`src/rtl/conv_pkg.sv`:
```
// Shared constants, enable encodings, FSM state type and saturation helper
// for the serial 3x3 convolution engine.
// Pure declarations; no timing or flow-control behaviour of its own.
package conv_pkg;

  localparam int ELEM_W = 8;
  localparam int SUM_W  = 20;
  localparam int ADDR_W = 6;

  localparam int IN_DIM  = 4;
  localparam int FLT_DIM = 3;
  localparam int OUT_DIM = 2;
  localparam int FLT_N   = FLT_DIM * FLT_DIM;
  localparam int OUT_N   = OUT_DIM * OUT_DIM;

  localparam int IN_BASE_DEF  = 0;
  localparam int FLT_BASE_DEF = 16;
  localparam int OUT_BASE_DEF = 25;

  // {ce,we} pairs presented to each memory region
  localparam logic [1:0] EN_OFF = 2'b00;
  localparam logic [1:0] EN_RD  = 2'b10;
  localparam logic [1:0] EN_WR  = 2'b11;

  typedef enum logic [2:0] {
    IDLE,
    LD_F,
    LD_WAIT,
    MAC,
    MAC_WAIT,
    WR,
    DONE
  } state_t;

  // Clamp an accumulator value to the unsigned 8-bit range
  function automatic logic [ELEM_W-1:0] sat8(input logic [SUM_W-1:0] v);
    return (|v[SUM_W-1:ELEM_W]) ? {ELEM_W{1'b1}} : v[ELEM_W-1:0];
  endfunction

endpackage

```
`src/rtl/conv_serial_engine_if.sv`:
```
// Memory-side bus of the convolution engine: shared address/data plus
// per-region {ce,we} enables and the two read-data returns.
// Read data is valid one cycle after its address; there is no stall path.
interface conv_serial_engine_if;
  import conv_pkg::*;

  logic [ADDR_W-1:0] mem_addr;
  logic [ELEM_W-1:0] mem_data;
  logic [1:0]        en_INPUT;
  logic [1:0]        en_FILTER;
  logic [1:0]        en_OUT1;
  logic [ELEM_W-1:0] out_A;
  logic [ELEM_W-1:0] out_F;

  modport master (
    output mem_addr, mem_data, en_INPUT, en_FILTER, en_OUT1,
    input  out_A, out_F
  );

  modport slave (
    input  mem_addr, mem_data, en_INPUT, en_FILTER, en_OUT1,
    output out_A, out_F
  );

endinterface

```
`src/rtl/mac_unit.sv`:
```
// Single multiply-accumulate lane: 8x8 unsigned product into a 20-bit sum.
// Accumulates on the edge after en; sat result is combinational from acc.
// No backpressure: clr has priority over en and takes one edge.
module mac_unit
  import conv_pkg::*;
#(
  parameter int DATA_W = ELEM_W,
  parameter int ACC_W  = SUM_W
) (
  input  logic              clk,
  input  logic              rst,
  input  logic              clr,
  input  logic              en,
  input  logic [DATA_W-1:0] a,
  input  logic [DATA_W-1:0] b,
  output logic [ELEM_W-1:0] res
);

  logic [2*DATA_W-1:0] prod;
  logic [ACC_W-1:0]    acc;

  assign prod = a * b;
  assign res  = sat8(acc);

  // Accumulator: synchronous clear wins over accumulate
  always_ff @(posedge clk or negedge rst) begin
    if (!rst) begin
      acc <= '0;
    end else if (clr) begin
      acc <= '0;
    end else if (en) begin
      acc <= acc + ACC_W'(prod);
    end
  end

endmodule

```
`src/rtl/conv_serial_engine.sv`:
```
// Serial 3x3 valid convolution of a 4x4 matrix, one MAC per cycle, results to OUT1.
// 55 cycles from start to done: 9 filter reads, then 11 cycles per output.
// No backpressure: memory reads are fixed one-cycle latency, writes take one cycle.
module conv_serial_engine
  import conv_pkg::*;
#(
  parameter int DATA_W   = ELEM_W,
  parameter int ACC_W    = SUM_W,
  parameter int IN_BASE  = IN_BASE_DEF,
  parameter int FLT_BASE = FLT_BASE_DEF,
  parameter int OUT_BASE = OUT_BASE_DEF
) (
  input  logic                 clk,
  input  logic                 rst,
  input  logic                 start,
  output logic                 busy,
  output logic                 done,
  conv_serial_engine_if.master bus
);

  localparam logic [3:0] K_LAST   = 4'(FLT_N - 1);
  localparam logic [1:0] KC_LAST  = 2'(FLT_DIM - 1);
  localparam logic [1:0] IDX_LAST = 2'(OUT_N - 1);

  state_t            state, nxt;
  logic [3:0]        k, k_prev;
  logic [1:0]        kr, kc, idx;
  logic              f_vld, a_vld;
  logic [DATA_W-1:0] f [FLT_N];
  logic              mac_clr;
  logic [ELEM_W-1:0] res;
  logic [2:0]        row, col;
  logic [ADDR_W-1:0] a_addr, f_addr, o_addr;

  assign row    = 3'(kr) + 3'(idx[1]);
  assign col    = 3'(kc) + 3'(idx[0]);
  assign a_addr = ADDR_W'(IN_BASE) + ADDR_W'(row) * ADDR_W'(IN_DIM) + ADDR_W'(col);
  assign f_addr = ADDR_W'(FLT_BASE) + ADDR_W'(k);
  assign o_addr = ADDR_W'(OUT_BASE) + ADDR_W'(idx);

  // The sum is restarted before the first output and between outputs
  assign mac_clr = (state == LD_WAIT) || (state == WR && idx != IDX_LAST);

  mac_unit #(.DATA_W(DATA_W), .ACC_W(ACC_W)) u_mac (
    .clk (clk),
    .rst (rst),
    .clr (mac_clr),
    .en  (a_vld),
    .a   (bus.out_A),
    .b   (f[k_prev]),
    .res (res)
  );

  // State register
  always_ff @(posedge clk or negedge rst) begin
    if (!rst) state <= IDLE;
    else      state <= nxt;
  end

  // Next state and all bus outputs decoded from the current state
  always_comb begin
    nxt           = state;
    busy          = 1'b0;
    done          = 1'b0;
    bus.mem_addr  = '0;
    bus.mem_data  = '0;
    bus.en_INPUT  = EN_OFF;
    bus.en_FILTER = EN_OFF;
    bus.en_OUT1   = EN_OFF;
    case (state)
      IDLE: begin
        if (start) nxt = LD_F;
      end
      LD_F: begin
        busy          = 1'b1;
        bus.mem_addr  = f_addr;
        bus.en_FILTER = EN_RD;
        if (k == K_LAST) nxt = LD_WAIT;
      end
      LD_WAIT: begin
        busy = 1'b1;
        nxt  = MAC;
      end
      MAC: begin
        busy         = 1'b1;
        bus.mem_addr = a_addr;
        bus.en_INPUT = EN_RD;
        if (k == K_LAST) nxt = MAC_WAIT;
      end
      MAC_WAIT: begin
        busy = 1'b1;
        nxt  = WR;
      end
      WR: begin
        busy         = 1'b1;
        bus.mem_addr = o_addr;
        bus.mem_data = res;
        bus.en_OUT1  = EN_WR;
        nxt          = (idx == IDX_LAST) ? DONE : MAC;
      end
      DONE: begin
        done = 1'b1;
        nxt  = IDLE;
      end
      default: nxt = IDLE;
    endcase
  end

  // Element counters: k walks the 9 taps, kr/kc track it row-major, idx the output
  always_ff @(posedge clk or negedge rst) begin
    if (!rst) begin
      k   <= '0;
      kr  <= '0;
      kc  <= '0;
      idx <= '0;
    end else begin
      case (state)
        IDLE: begin
          if (start) begin
            k   <= '0;
            kr  <= '0;
            kc  <= '0;
            idx <= '0;
          end
        end
        LD_F: k <= (k == K_LAST) ? '0 : k + 4'd1;
        MAC: begin
          k <= (k == K_LAST) ? '0 : k + 4'd1;
          if (kc == KC_LAST) begin
            kc <= '0;
            kr <= (kr == KC_LAST) ? '0 : kr + 2'd1;
          end else begin
            kc <= kc + 2'd1;
          end
        end
        WR: if (idx != IDX_LAST) idx <= idx + 2'd1;
        default: ;
      endcase
    end
  end

  // Remember which tap each outstanding read belongs to, for the returning data
  always_ff @(posedge clk or negedge rst) begin
    if (!rst) begin
      f_vld  <= 1'b0;
      a_vld  <= 1'b0;
      k_prev <= '0;
    end else begin
      f_vld  <= (state == LD_F);
      a_vld  <= (state == MAC);
      k_prev <= k;
    end
  end

  // Filter register file, refilled from out_F on every run
  always_ff @(posedge clk or negedge rst) begin
    if (!rst) begin
      for (int i = 0; i < FLT_N; i++) f[i] <= '0;
    end else if (f_vld) begin
      f[k_prev] <= bus.out_F;
    end
  end

endmodule

```
`src/flat_wrapper.sv`:
```
// flat-port wrapper written by rule: the top's interface ports become plain ports
module conv_serial_engine_flat import conv_pkg::*;
#(
  parameter int DATA_W   = ELEM_W,
  parameter int ACC_W    = SUM_W,
  parameter int IN_BASE  = IN_BASE_DEF,
  parameter int FLT_BASE = FLT_BASE_DEF,
  parameter int OUT_BASE = OUT_BASE_DEF
)
  (clk, rst, start, busy, done, bus_mem_addr, bus_mem_data, bus_en_INPUT, bus_en_FILTER, bus_en_OUT1, bus_out_A, bus_out_F);
  conv_serial_engine_if bus_i ();
  input  logic clk;
  input  logic rst;
  input  logic start;
  output logic busy;
  output logic done;
  output wire logic [$bits(bus_i.mem_addr)-1:0] bus_mem_addr;
  output wire logic [$bits(bus_i.mem_data)-1:0] bus_mem_data;
  output wire logic [$bits(bus_i.en_INPUT)-1:0] bus_en_INPUT;
  output wire logic [$bits(bus_i.en_FILTER)-1:0] bus_en_FILTER;
  output wire logic [$bits(bus_i.en_OUT1)-1:0] bus_en_OUT1;
  input wire logic [$bits(bus_i.out_A)-1:0] bus_out_A;
  input wire logic [$bits(bus_i.out_F)-1:0] bus_out_F;
  assign bus_mem_addr = bus_i.mem_addr;
  assign bus_mem_data = bus_i.mem_data;
  assign bus_en_INPUT = bus_i.en_INPUT;
  assign bus_en_FILTER = bus_i.en_FILTER;
  assign bus_en_OUT1 = bus_i.en_OUT1;
  assign bus_i.out_A = bus_out_A;
  assign bus_i.out_F = bus_out_F;
  conv_serial_engine #(.DATA_W(DATA_W), .ACC_W(ACC_W), .IN_BASE(IN_BASE), .FLT_BASE(FLT_BASE), .OUT_BASE(OUT_BASE)) u_core (.clk(clk), .rst(rst), .start(start), .busy(busy), .done(done), .bus(bus_i));
endmodule
```
`config.mk`:
```
export PLATFORM = sky130hd
export DESIGN_NAME = conv_serial_engine_flat
export DESIGN_NICKNAME = d
export VERILOG_FILES = /design/src/rtl/conv_pkg.sv /design/src/rtl/conv_serial_engine_if.sv /design/src/rtl/mac_unit.sv /design/src/rtl/conv_serial_engine.sv /design/src/flat_wrapper.sv
export SDC_FILE = /design/constraint.sdc
export NUM_CORES = 1
export LEC_CHECK = 0
export ABC_AREA = 1
export BUFFER_PORTS_ARGS = -buffer_cell sky130_fd_sc_hd__buf_2
export CAP_MARGIN = 20
export CORE_MARGIN = 5
export CORE_UTILIZATION = 54
export DETAILED_ROUTE_END_ITERATION = 8
export PLACE_DENSITY = 0.72
export SETUP_SLACK_MARGIN = 0.05
export SLEW_MARGIN = 20
export SYNTH_ARGS = -nofsm -noshare
export SYNTH_HDL_FRONTEND = slang
export SYNTH_SLANG_ARGS = --single-unit
```
`constraint.sdc`:
```
create_clock -name clk -period 5.9 [get_ports clk]
set_clock_uncertainty 0.15 [all_clocks]
set_input_delay 0.59 -clock clk [delete_from_list [all_inputs] [get_ports clk]]
set_output_delay 0.59 -clock clk [all_outputs]
set_load 0.01 [all_outputs]
```
==> results.toml, run 1 <==
[status]
status = "completed"

[clock_network]
cts_hold_buffers = 0
cts_tree = "yes"
clkTransAtPathRegs_ns = 0.08
insertion_delay_ns = 0.36
cts_resized = 0
cts_sinks = 111
clockBufferDepth = 2
cts-root-buf = "clkbuf_16"
cts_setup_buffers = 0
numCtsBuffers = 9
cts_max_level = 3

[cells_and_area]
drive_gt1_share_pct = 8.44
final_cell_area_sq_um = 8640
area_growth_pct = 7.16
postLayoutCoreUtil_pct = 59.2
nNetsFinal = 1166

[sta]
hold_viol_final = 0
tns_ns = 0
clock.fmax_mhz = 183
final.period_utilization_pct = 92.7
rsz0062_at_grt = "false"
setup_viol = 0
relSlewSlack_pct = 38.9
setup_ws_ns = 0.432
max_slew.worst_pin.slew_ns = 0.910
post-route-min-period_ns = 5.47
drv_slew = 0

[placement]
gp_congestion = 0.871
dpl.hpwl_um = 13600
pre_cts_slack_ns = 0.470
placed_area_sq_um = 8340
port_buffers = 38

[logic_synthesis]
synthSimpleGateAreaFrac_pct = 22.7
ys_async_sr_fraction_pct = 100
yosys_most_used_dff = "dfrtp_1"
synth_edf_count = 0
netlist_instances = 1024
yosysWarnings = 0
syn_area_sq_um = 8060
synth_top_family_by_area = "simple AND/OR/NAND/NOR gates"
syn_area_per_cell_sq_um = 7.87
synth_cell_type_count = 41
synth_compound_area_share_pct = 10.3
synthAdderAreaFrac_pct = 19.9
ys_seq_area_share_pct = 34.5
muxShareOfSynthArea_pct = 0
ys_ff_latch = 111
synthXorXnorAreaFrac_pct = 0.543

[die]
dieArea_sq_um = 17500
die_w_um = 132
io_pins = 41
initial_core_util_pct = 55.2
coreArea_sq_um = 14600
rows = 44
die_h_um = 132

[setup_path]
cp-start-kind = "flip-flop"
worstPathArrival_ns = 5.54
cpMostUsedCell = "nand2_1"
crit_path_max_incr_delay_ns = 0.60
critPathCaptureType = "flip-flop"
crit_buf_inv = 4
crit_slowest_cell = "dfrtp_1"
path_cells = "inv_2 > nor2_4 > nand2_1 > nand4_1 > nand2_1 > nand3_2 > nand2_1 > inv_1 > fa_1 > fa_1 > fa_1 > inv_1 > fa_1 > inv_1 > ha_1 > nand2_1 > nor2_1 > nand3_1 > nand2_1 > nand2_1 > nand2_1 > nand2_1 > nand3_1 > o21ai_0"
path_class = "reg2reg"
crit_fanout = 17
cp.required_ns = 5.97
crit_family = "adder cells"

[global_route]
grt_max_degree = 58
antenna_found_initial = 1
overflow = 0
grt_pass1_vias = 6455
grt.total_usage_pct = 22.2
grt_pass1_wl_um = 32000

[drt]
first_iter_violations = 553
post_drt_wl_per_cell_um = 14.9
routed_wl_um = 18500
drtAntennaViolNets = 0
viasPerCell = 5.27
first_pass_iters = 5
vias = 6532
drc = 0

[pwr]
p_seq_share_pct = 21.3
swShare_pct = 49.0
power_mw = 4.17
ir_drop_uv = 416
cellPowerDensity_nw_per_um2 = 482
p_int_mw = 2.12
p_comb_share_pct = 64.0
p_clk_share_pct = 14.7
power.leakage_nw = 4.84
power_switching_mw = 2.04

[run]
drv_cap = 0

[hold_path]
hp-class = "in2async"
## flip-flops by register name (all words and copies together) (netlist names)
signal            count
u_core.idx            2
u_core.f             72
u_core.k_prev         4
u_core.a_vld          1
u_core.f_vld          1
u_core.state          3
u_core.kr             2
u_core.u_mac.acc     20
u_core.k              4
u_core.kc             2
## layout make-up
type,count,area (sq um)
repair buffers,41,215
flip-flops and latches,111,2780
clock inverters,5,48.8
multi-input cells,671,4310
diodes,1,2.50
fillers,1305,5950
inverters,215,810
well taps,184,230
clock buffers,11,243
## final timing paths
path | start | end | slack, ns | cells after the start
setup / recovery | u_core.k_prev[0]$_DFF_PN0_ | u_core.u_mac.acc[14]$_DFFE_PN0P_ | 0.43 | 24
hold / removal | rst | u_core.f[28]$_DFFE_PN0P_ | 0.13 | 1
setup reg to reg | u_core.k_prev[0]$_DFF_PN0_ | u_core.u_mac.acc[14]$_DFFE_PN0P_ | 0.43 | 24
hold reg to reg | u_core.k[1]$_DFFE_PN0P_ | u_core.k_prev[1]$_DFF_PN0_ | 0.27 | 0
max in group asynchronous | rst | u_core.k_prev[3]$_DFF_PN0_ | 4.24 | 2
min in group clk | u_core.k[1]$_DFFE_PN0P_ | u_core.k_prev[1]$_DFF_PN0_ | 0.27 | 0
## power groups by stage
stage                     sequential (mW)  combinational, mW  clock, mW
after floorplan                     0.879               2.12          0
after global placement              0.899               2.60          0
after detailed placement            0.900               2.64          0
after CTS                           0.885               2.65      0.624
after global routing                0.894               3.12      0.652
final                               0.886               2.66      0.614
## kinds of logic after synthesis
logic type,count (synthesis)
compound gates,148
buf+inv,243
fa+ha+maj,98
other cells,1
flops,111
xor+xnor,5
simple gates,418
## per-stage QoR
step | hold WS, ns | std cells
2_1_floorplan | 0.144 | 1025
3_3_place_gp | 0.248 | 1222
3_5_place_dp | 0.251 | 1222
4_1_cts | 0.168 | 1238
5_1_grt | 0.197 | 1239
6_report | 0.133 | 1239
## cell usage in the layout (no fill, tap or decap), types with 16 or more instances in the layout
master	count
a21oi_1	32
a22oi_1	16
buf_2	37
dfrtp_1	111
fa_1	50
ha_1	48
inv_1	208
nand2_1	307
nand3_1	26
nor2_1	35
o21ai_0	75
## routing by layer
layer / GRT usage [%] / share of wire (%)
met1: 32.5 / 47
met2: 34.4 / 45
met3: 3.74 / 6.3
met4: 6.06 / 1.7
met5: 0 / 0
## synthesized netlist by cell type (all sizes together) (2+ instances only)
cell type | instances | area (sq um)
nand2 | 310 | 1180
inv | 215 | 810
dfrtp | 111 | 2780
o21ai | 85 | 433
fa | 50 | 1000
ha | 48 | 601
nor2 | 40 | 183
nand3 | 34 | 210
a21oi | 33 | 176
a22oi | 16 | 120
buf | 15 | 118
clkbuf | 13 | 48.8
nand4 | 10 | 62.6
nor3 | 7 | 35.0
nor4 | 6 | 82.6
o211ai | 5 | 37.5
o22ai | 5 | 31.3
or2 | 5 | 31.3
nand3b | 4 | 30.0
xor2 | 3 | 26.3
a31oi | 2 | 12.5
xnor2 | 2 | 17.5
## worst register-to-register path, cell delays in order (launching register included)
cell,delay [ns]
dfrtp_1,0.60
inv_2,0.12
nor2_4,0.43
nand2_1,0.13
nand4_1,0.15
nand2_1,0.10
nand3_2,0.18
nand2_1,0.07
inv_1,0.07
fa_1,0.45
fa_1,0.54
fa_1,0.55
inv_1,0.05
fa_1,0.52
inv_1,0.04
ha_1,0.34
nand2_1,0.12
nor2_1,0.12
nand3_1,0.08
nand2_1,0.12
nand2_1,0.12
nand2_1,0.08
nand2_1,0.04
nand3_1,0.07
o21ai_0,0.09
No activity file was read; power rests on OpenSTA's default activity.
==> run 2, diff against run 1 <==
GPL_ROUTABILITY_DRIVEN = 0   (was unset)
PLACE_DENSITY = unset   (was 0.72)
PLACE_DENSITY_LB_ADDON = 0.3   (was unset)
==> results.toml, run 2 (same netlist as run 1, synthesis figures left out) <==
[die]
initial_core_util_pct = 55.2
die_w_um = 132
rows = 44
io_pins = 41
coreArea_sq_um = 14600
dieArea_sq_um = 17500
die_h_um = 132

[global_route]
grt_pass1_wl_um = 31800
antenna_found_initial = 1
overflow = 0
grt_pass1_vias = 6435
grt.total_usage_pct = 22.1
grt_max_degree = 66

[clock_network]
numCtsBuffers = 9
clkTransAtPathRegs_ns = 0.08
cts-root-buf = "clkbuf_16"
cts_max_level = 3
cts_tree = "yes"
clockBufferDepth = 2
cts_hold_buffers = 0
insertion_delay_ns = 0.36
cts_sinks = 111

[setup_path]
crit_slowest_cell = "dfrtp_1"
path_cells = "inv_2 > nor2_4 > nand2_1 > nand4_1 > nand2_1 > nand3_2 > nand2_1 > inv_1 > fa_1 > fa_1 > fa_1 > inv_1 > fa_1 > inv_1 > ha_1 > nand2_1 > inv_1 > a21oi_1 > nand2_1 > nand2_1 > nand3_1 > nand3_1 > o21ai_0"
crit_buf_inv = 5
critPathCaptureType = "flip-flop"
path_class = "reg2reg"
worstPathArrival_ns = 5.55
cpMostUsedCell = "nand2_1"
cp.required_ns = 5.98
crit_family = "adder cells"
crit_path_max_incr_delay_ns = 0.60
crit_fanout = 17
cp-start-kind = "flip-flop"

[drt]
first_pass_iters = 5
routed_wl_um = 18300
drc = 0
viasPerCell = 5.31
first_iter_violations = 449
drtAntennaViolNets = 0
post_drt_wl_per_cell_um = 14.8
vias = 6579

[cells_and_area]
fillers = 1303
largest_reg_flops = 72
nNetsFinal = 1166
regArea_sq_um = 2780
mostFrequentLayoutCell = "nand2_1"
top_regs = "u_core.f x72, u_core.u_mac.acc x20"
largest_register = "u_core.f"
final_cell_area_sq_um = 8660
multi_input_area_sq_um = 4310
final_cell_mix = "307 x nand2_1, 207 x inv_1, 111 x dfrtp_1"
postLayoutCoreUtil_pct = 59.3
drive_gt1_share_pct = 8.54
instances_no_fill = 1239
area_growth_pct = 7.42

[pwr]
p_int_mw = 2.13
power_switching_mw = 2.08
swShare_pct = 49.4
power_mw = 4.21
p_clk_share_pct = 14.7
p_seq_share_pct = 21.0
cellPowerDensity_nw_per_um2 = 486
ir_drop_uv = 388
power.leakage_nw = 4.83
p_comb_share_pct = 64.3

[sta]
tns_ns = 0
clock.fmax_mhz = 183
setup_ws_ns = 0.430
post-route-min-period_ns = 5.47
drv_slew = 0
rsz0062_at_grt = "false"
final.period_utilization_pct = 92.7
max_slew.worst_pin.slew_ns = 0.880
hold_ws_ns = 0.0777
relSlewSlack_pct = 40.9
hold_viol_final = 0
setup_viol = 0

[placement]
placed_cells = 1221
placed_area_sq_um = 8330
dpl.hpwl_um = 13600
pre_cts_slack_ns = 0.413
port_buffers = 38

[hold_path]
hp-class = "in2async"

[run]
drv_cap = 0

[status]
status = "completed"
run 2: repair_timing:
action / CTS / global route
endpoints found under the hold margin: 0 / 0
setup endpoints to repair: 0 / 2
gates resized for setup: 0 / 1
setup buffers: 0 / 1
run 2: final timing paths:
path	from	end	slack [ns]	depth (start not counted)
max	u_core.k_prev[0]$_DFF_PN0_	u_core.u_mac.acc[14]$_DFFE_PN0P_	0.43	23
min	rst	u_core.f[29]$_DFFE_PN0P_	0.08	1
max reg2reg	u_core.k_prev[0]$_DFF_PN0_	u_core.u_mac.acc[14]$_DFFE_PN0P_	0.43	23
min reg2reg	u_core.k[1]$_DFFE_PN0P_	u_core.k_prev[1]$_DFF_PN0_	0.27	0
max in group asynchronous	rst	u_core.f[10]$_DFFE_PN0P_	4.27	2
min in group clk	u_core.k[1]$_DFFE_PN0P_	u_core.k_prev[1]$_DFF_PN0_	0.27	0
run 2: routing by layer:
layer | GRT usage, % | up-vias | routed length [um]
li1 | - | 3214 | -
met1 | 33.1 | 3114 | 8680
met2 | 33.1 | 222 | 8100
met3 | 2.98 | 29 | 1170
met4 | 7.54 | 0 | 404
met5 | 0 | - | 0
run 2: cell type report:
cell class,instances,share of cell area [%]
Antenna cell,1,0.0289
Clock buffer,11,2.80
Clock inverter,5,0.621
Inverter,215,9.39
Multi-Input combinational cell,671,49.8
Sequential cell,111,32.1
Tap cell,184,2.66
Timing Repair Buffer,41,2.63
run 2: power groups by stage:
stage                     clock network, mW  registers, mW  logic (mW)
after floorplan                           0          0.879        2.12
after global placement                    0          0.897        2.62
after detailed placement                  0          0.899        2.67
after CTS                             0.627          0.884        2.69
after global routing                  0.656          0.893        3.18
final                                 0.617          0.885        2.71
==> run 3, diff against run 2 <==
CORE_UTILIZATION = 53   (was 54)
PLACE_DENSITY = 0.72   (was unset)
PLACE_DENSITY_LB_ADDON = unset   (was 0.3)
==> results.toml, run 3 (same netlist as run 1, synthesis figures left out) <==
[die]
coreArea_sq_um = 15000
die_h_um = 133
die_w_um = 133
initial_core_util_pct = 53.6
io_pins = 41
dieArea_sq_um = 17800
rows = 45

[sta]
post-route-min-period_ns = 5.45
drv_slew = 0
relSlewSlack_pct = 32.7
rsz0062_at_grt = "false"
clock.fmax_mhz = 184
final.period_utilization_pct = 92.3
setup_ws_ns = 0.454
max_slew.worst_pin.slew_ns = 1.00
hold_viol_final = 0
tns_ns = 0
setup_viol = 0

[drt]
first_iter_violations = 469
viasPerCell = 5.29
drtAntennaViolNets = 0
vias = 6571
drc = 0
routed_wl_um = 18800
first_pass_iters = 5
post_drt_wl_per_cell_um = 15.2

[run]
drv_cap = 0

[clock_network]
clockBufferDepth = 2
insertion_delay_ns = 0.36
numCtsBuffers = 9
cts-root-buf = "clkbuf_16"
cts_sinks = 111
cts_hold_buffers = 0
cts_max_level = 3
clkTransAtPathRegs_ns = 0.08
cts_tree = "yes"

[setup_path]
crit_fanout = 17
cp.required_ns = 5.98
cp-start-kind = "flip-flop"
critPathCaptureType = "flip-flop"
path_class = "reg2reg"
worstPathArrival_ns = 5.52

[placement]
placed_cells = 1225
pre_cts_slack_ns = 0.461
dpl.hpwl_um = 14000
port_buffers = 38

[cells_and_area]
fillers = 1385
final_cell_mix = "306 x nand2_1, 207 x inv_1, 111 x dfrtp_1"
drive_gt1_share_pct = 8.55
top_regs = "u_core.f x72, u_core.u_mac.acc x20"
mostFrequentLayoutCell = "nand2_1"
nNetsFinal = 1166
regArea_sq_um = 2780
antenna_cells = 0
largest_register = "u_core.f"
area_growth_pct = 7.28
largest_reg_flops = 72
multi_input_area_sq_um = 4310
instances_no_fill = 1241

[pwr]
ir_drop_uv = 404
power.leakage_nw = 4.83
cellPowerDensity_nw_per_um2 = 488
power_mw = 4.22

[global_route]
grt.total_usage_pct = 22.3
grt_max_degree = 60
grt_pass1_wl_um = 31700
overflow = 0
grt_pass1_vias = 6365
antenna_found_initial = 0

[status]
status = "completed"

[hold_path]
hp-class = "in2async"
[run 3: through the flow]
stage          cell area [sq um]  util [%]  hold slack (ns)
2_1_floorplan               8060         -            0.144
3_3_place_gp                8340      55.5            0.250
3_5_place_dp                8340      55.5            0.247
4_1_cts                     8630      57.4            0.142
5_1_grt                     8650      57.5            0.178
6_report                    8650      57.5            0.103
[run 3: layout make-up]
cell class	count	share of cell area (%)
Multi-Input combinational cell	671	49.9
Sequential cell	111	32.1
Inverter	215	9.41
Tap cell	188	2.72
Clock buffer	10	2.65
Timing Repair Buffer	40	2.40
Clock inverter	5	0.738
Timing Repair inverter	1	0.0868
[run 3: critical path: stages, from the launching register on]
cell	delay, ns
dfrtp_1	0.61
inv_2	0.13
nor2_4	0.39
a22oi_1	0.19
nand2_1	0.11
nand2_1	0.06
nand3_2	0.16
nand2_1	0.12
fa_1	0.50
fa_1	0.54
inv_1	0.06
fa_1	0.53
inv_1	0.05
fa_1	0.52
inv_1	0.04
ha_1	0.33
nand2_1	0.09
nor2_1	0.09
nand3_1	0.07
nand2_1	0.12
nand2_1	0.12
nand2_1	0.09
nand2_1	0.05
nand3_1	0.08
o21ai_0	0.10
[run 3: final timing paths]
| check | start | end | slack [ns] | cells past startpoint |
|---|---|---|---|---|
| setup / recovery | u_core.k_prev[0]$_DFF_PN0_ | u_core.u_mac.acc[14]$_DFFE_PN0P_ | 0.45 | 24 |
| hold / removal | rst | u_core.f[29]$_DFFE_PN0P_ | 0.10 | 1 |
| setup reg to reg | u_core.k_prev[0]$_DFF_PN0_ | u_core.u_mac.acc[14]$_DFFE_PN0P_ | 0.45 | 24 |
| max in group asynchronous | rst | u_core.f[30]$_DFFE_PN0P_ | 4.30 | 2 |
| min in group clk | u_core.k[3]$_DFFE_PN0P_ | u_core.k_prev[3]$_DFF_PN0_ | 0.27 | 0 |
| hold reg to reg | u_core.k[3]$_DFFE_PN0P_ | u_core.k_prev[3]$_DFF_PN0_ | 0.27 | 0 |
[run 3: repair_timing]
| action | in CTS | in global routing |
|---|---|---|
| setup buffers | 0 | 0 |
| hold endpoints to repair | 0 | 0 |
| resized for setup | 0 | 3 |
| setup endpoints to repair | 0 | 2 |
[run 3: where the power goes]
group          internal [mW]  leakage, nW  total (mW)  switching (mW)
clock network          0.333        0.145       0.632           0.299
logic                  0.998         3.58        2.70            1.70
registers              0.829         1.10       0.885          0.0559
total                   2.16         4.83        4.22            2.06
[run 3: metal layers]
metal / global-route usage [%] / up-vias / wire, um
met4: 6.51 / 0 / 356
met2: 34.6 / 187 / 8450
met3: 3.44 / 25 / 1040
met5: 0 / - / 0
met1: 32.5 / 3148 / 9000
li1: - / 3211 / -
